<file path="config.mk">
export PLATFORM = sky130hd
export DESIGN_NAME = cache_arbiter
export DESIGN_NICKNAME = d
export VERILOG_FILES = /design/src/rtl/cache_arbiter.sv
export SDC_FILE = /design/constraint.sdc
export NUM_CORES = 2
export LEC_CHECK = 0
export CORE_AREA = 10 10 630 632
export CTS_CLUSTER_DIAMETER = 60
export DETAILED_ROUTE_END_ITERATION = 6
export DIE_AREA = 0 0 640 642
export GPL_ROUTABILITY_DRIVEN = 0
export PLACE_DENSITY = 0.32
export SLEW_MARGIN = 25
export SYNTH_ARGS = -nofsm -noshare
export SYNTH_HDL_FRONTEND = slang
export SYNTH_SLANG_ARGS = --single-unit
</file>
<file path="constraint.sdc">
create_clock -name clk -period 3.9 [get_ports clk]
set_input_delay 1.17 -clock clk [delete_from_list [all_inputs] [get_ports clk]]
set_output_delay 1.17 -clock clk [all_outputs]
set_load 0.02 [all_outputs]
</file>
<file path="src/rtl/cache_arbiter.sv">
// Two-way arbiter that shares one cacheline_adaptor port between the I-cache and the D-cache.
// The winner's request is latched for the whole burst, and the adaptor's response is routed back to that winner only.
module cache_arbiter #(
  parameter bit RR_EN  = 1'b1,
  parameter int ADDR_W = 32,
  parameter int LINE_W = 256
) (
  input  logic              clk,
  input  logic              reset_n,
  input  logic              i_read,
  input  logic              i_write,
  input  logic [ADDR_W-1:0] i_address,
  input  logic [LINE_W-1:0] i_wdata,
  output logic [LINE_W-1:0] i_rdata,
  output logic              i_resp,
  input  logic              d_read,
  input  logic              d_write,
  input  logic [ADDR_W-1:0] d_address,
  input  logic [LINE_W-1:0] d_wdata,
  output logic [LINE_W-1:0] d_rdata,
  output logic              d_resp,
  output logic              mem_read,
  output logic              mem_write,
  output logic [ADDR_W-1:0] mem_address,
  output logic [LINE_W-1:0] mem_wdata,
  input  logic [LINE_W-1:0] mem_rdata,
  input  logic              mem_resp
);

  typedef enum logic [1:0] {IDLE, SERVE_I, SERVE_D} state_t;

  state_t            state_reg;
  logic              last_grant_d_reg;
  logic [LINE_W-1:0] i_rdata_reg;
  logic [LINE_W-1:0] d_rdata_reg;

  logic req_i;
  logic req_d;
  logic grant_d;
  logic i_done;
  logic d_done;

  assign req_i = i_read | i_write;
  assign req_d = d_read | d_write;

  // On a tie D wins with fixed priority, or under round-robin when I had the last grant
  assign grant_d = req_d & (~req_i | ~RR_EN | ~last_grant_d_reg);

  assign i_done  = (state_reg == SERVE_I) & mem_resp;
  assign d_done  = (state_reg == SERVE_D) & mem_resp;
  assign i_resp  = i_done;
  assign d_resp  = d_done;
  assign i_rdata = i_done ? mem_rdata : i_rdata_reg;
  assign d_rdata = d_done ? mem_rdata : d_rdata_reg;

  always_ff @(posedge clk or negedge reset_n) begin
    if (!reset_n) begin
      state_reg        <= IDLE;
      last_grant_d_reg <= 1'b0;
      mem_read         <= 1'b0;
      mem_write        <= 1'b0;
      mem_address      <= '0;
      mem_wdata        <= '0;
      i_rdata_reg      <= '0;
      d_rdata_reg      <= '0;
    end else begin
      case (state_reg)
        IDLE: begin
          if (req_i | req_d) begin
            state_reg        <= grant_d ? SERVE_D : SERVE_I;
            last_grant_d_reg <= grant_d;
            mem_address      <= grant_d ? d_address : i_address;
            mem_wdata        <= grant_d ? d_wdata : i_wdata;
            // A write wins over a simultaneous read from the same requester
            mem_write        <= grant_d ? d_write : i_write;
            mem_read         <= grant_d ? (d_read & ~d_write) : (i_read & ~i_write);
          end
        end
        SERVE_I: begin
          if (mem_resp) begin
            state_reg   <= IDLE;
            mem_read    <= 1'b0;
            mem_write   <= 1'b0;
            i_rdata_reg <= mem_rdata;
          end
        end
        SERVE_D: begin
          if (mem_resp) begin
            state_reg   <= IDLE;
            mem_read    <= 1'b0;
            mem_write   <= 1'b0;
            d_rdata_reg <= mem_rdata;
          end
        end
        default: state_reg <= IDLE;
      endcase
    end
  end

  a_i_rw_exclusive: assert property (@(posedge clk) disable iff (!reset_n) !(i_read && i_write));
  a_d_rw_exclusive: assert property (@(posedge clk) disable iff (!reset_n) !(d_read && d_write));

endmodule
</file>
==> results.py <==
metrics = {
    "critical_path": {
        "reg2reg_depth": 6,
        "path_depth": 9,
        "critPathLaunchType": "primary input",
        "crit_path_max_fanout": 8,
        "crit_path_end": "i_rdata[162]",
        "critPathKind": "in -> out",
        "crit_buf_inv": 7,
        "crit_arrival_ps": 2870,
        "reg2reg_from": "state_reg[1]$_DFFE_PN0P_",
        "path_common_cell": "buf_4",
        "crit_path_end_kind": "output port",
        "crit_required_ps": 2730,
        "cp_slowest_cell": "mux2_4",
        "r2r_slack_ps": 1090,
        "cp_cell_sequence": "buf_2 -> buf_4 -> nand2_8 -> buf_6 -> buf_16 -> clkbuf_16 -> buf_4 -> mux2_4 -> buf_4",
        "crit_family": "buffers and inverters",
        "worstSetupStartpoint": "mem_resp",
        "reg2reg_to": "mem_wdata[26]$_DFFE_PN0P_",
        "critPathMaxStageDelay_ps": 320,
    },
    "global_routing": {
        "grt.overflow.total": 0,
        "grt_max_degree": 82,
        "grt_pass1_vias": 33800,
        "grt-busiest-layer": "met2",
        "grt_use_met1_pct": 17.4,
        "use_met2_pct": 28.1,
        "antenna_found_initial": 211,
        "grtUsageTotal_pct": 16.0,
        "grt_pass1_wl_mm": 425,
        "met3_usage_pct": 7.65,
    },
    "synth": {
        "syn_nets": 3563,
        "yosysMostFrequentCell": "dfrtp_1",
        "netlist_top_cells_count": "dfrtp_1 (805), mux2_2 (512), a21oi_1 (273), nor2_1 (272), o21ai_0 (272)",
        "synth_edf_count": 0,
        "yosysTopAreaCell": "dfrtp_1",
        "ys_async_sr_fraction_pct": 100,
        "synthesis.area_um2": 32900,
        "yosys.cell_types.count": 35,
        "seq_area_frac_synth_pct": 61.2,
        "synth_seq_cells": 805,
        "syn_avg_cell_area_um2": 12.1,
        "syn_inst": 2720,
        "synth_top_area_share_pct": 61.2,
        "ys_warn_count": 0,
        "ys.flop_type": "dfrtp_1",
        "yosys-top-cells-area": "dfrtp_1 (61%), mux2_2 (18%), a31oi_1 (5.1%), a21oi_1 (4.1%), o21ai_0 (4.1%)",
    },
    "final_layout": {
        "final_util_pct": 16.6,
        "regArea_um2": 20100,
        "final.fill_count": 42700,
        "final_layout_size_suffix_gt1_share_pct": 32.2,
        "syn2layout_area_growth_pct": 93.9,
        "multi_input_area_um2": 12200,
        "nNetsFinal": 5451,
    },
    "sta": {
        "fin_crit_ps": 4040,
        "max_slew_margin_pct": 39.9,
        "final.period_utilization_pct": 104,
        "setup_viol": 282,
        "finalMaxSlewViolations": 0,
        "rsz0062_at_grt": "yes",
        "hold_viol": 0,
        "layout_setup_ws_ps": -143,
        "max_freq_mhz": 247,
        "skew_ps": 67.5,
        "tightest_slew_ps": 902,
    },
    "floorplan": {
        "coreArea_um2": 384000,
        "die_area_um2": 411000,
        "rows": 228,
        "die_h_um": 642,
        "start_util_pct": 8.57,
        "fp.dieW_um": 640,
        "io_pins": 1643,
    },
    "route": {
        "drc": 0,
        "drt_iter0_markers": 1746,
        "vias": 32500,
        "post_drt_via_cell_ratio": 3.31,
        "antenna_left": 0,
        "post_drt_wl_per_cell_um": 35.3,
        "dr.pass1.iters": 5,
        "wl_mm": 347,
    },
    "clocking": {
        "cts_tree": "built",
        "clockBufferDepth": 4,
        "path_clk_slew_ps": 50,
        "htree_levels": 4,
        "numCtsBuffers": 141,
        "root_buffer": "clkbuf_16",
        "cts.sinks": 805,
        "cts_hold_buffers": 0,
        "clk-insertion-delay-late_ps": 870,
    },
    "power": {
        "p_per_area_nw_per_um2": 967,
        "power_mw": 61.8,
        "max-vdd-ir-drop_uv": 385,
        "power.leakage_nw": 25.4,
    },
    "placement": {
        "io_buffers": 1642,
        "hpwl_mm": 295,
    },
    "outcome": {
        "violations": "negative setup slack",
        "outcome": "complete, but fails checks",
    },
    "hold_path": {
        "min_path_type": "in -> async",
    },
    "flow_run": {
        "cap_violations": 0,
    },
}
how the worst min path moves through the flow:
stage	from	to	slack, ps	cells after the start
2_1_floorplan	last_grant_d_reg$_DFFE_PN0P_	last_grant_d_reg$_DFFE_PN0P_	540	2
3_3_place_gp	i_rdata_reg[246]$_DFFE_PN0P_	i_rdata_reg[246]$_DFFE_PN0P_	480	1
3_5_place_dp	i_rdata_reg[74]$_DFFE_PN0P_	i_rdata_reg[74]$_DFFE_PN0P_	480	1
4_1_cts	reset_n	mem_wdata[23]$_DFFE_PN0P_	390	1
5_1_grt	reset_n	mem_wdata[24]$_DFFE_PN0P_	400	1
6_report	reset_n	mem_wdata[24]$_DFFE_PN0P_	450	1
per-layer routing:
| layer | vias to the layer above | wire length (um) |
|---|---|---|
| li1 | 13700 | - |
| met3 | 506 | 36700 |
| met4 | 90 | 9270 |
| met5 | - | 574 |
| met2 | 1480 | 170000 |
| met1 | 16700 | 130000 |
logic make-up after synthesis:
| family | count (synthesis) | synth area share (%) |
|---|---|---|
| AO/OA/AOI/OAI | 846 | 14.3 |
| adder cells (fa/ha/maj) | 4 | 0.152 |
| AND/OR/NAND/NOR | 301 | 3.64 |
| multiplexers | 512 | 17.5 |
| buffers and inverters | 252 | 3.22 |
| flip-flops | 805 | 61.2 |
metrics by stage:
stage	setup slack (ps)	instances	TNS, ps	hold slack (ps)	instance area [um^2]
floorplan	249	2720	0	540	32900
global placement	-1160	9402	-493260	480	57400
detailed placement	-1180	9402	-498580	481	57400
CTS	-283	9668	-96470	388	62600
global route	-277	9793	-81180	399	63800
finish	-143	9824	-14200	450	63900
layout make-up:
type | instances | area share (%)
clock buffers | 176 | 5.98
well taps | 5060 | 9.91
clock inverters | 65 | 1.35
inverters | 6 | 0.0353
repair buffers | 1991 | 31.9
flip-flops and latches | 805 | 31.5
diodes | 58 | 0.227
multi-input cells | 1663 | 19.1
layout by cell type (no fill, tap or decap), drive strengths merged, types with 11 or more instances in the layout:
cell type and n:
diode 58, clkdlybuf4s50 1116, a21oi 273, buf 662
bufinv 12, inv 20, and2 18, clkinvlp 11
dlygate4sd2 86, o21ai 272, a221o 17, clkbuf 227
nor2 272, clkinv 28, clkdlybuf4s15 75, mux2 512
a31oi 271, dfrtp 805
power breakdown:
part,switching [mW],internal [mW]
sequential,1.92,12.6
combinational,21.3,13.0
clock,5.06,7.82
total,28.3,33.5
repair_timing:
action | CTS | global route
pin swaps | 2 | 1
endpoints found under the setup margin | 514 | 511
resized for setup | 839 | 711
gates cloned | 7 | 15
setup buffers | 21 | 86
(Power assumes the default switching activity.)
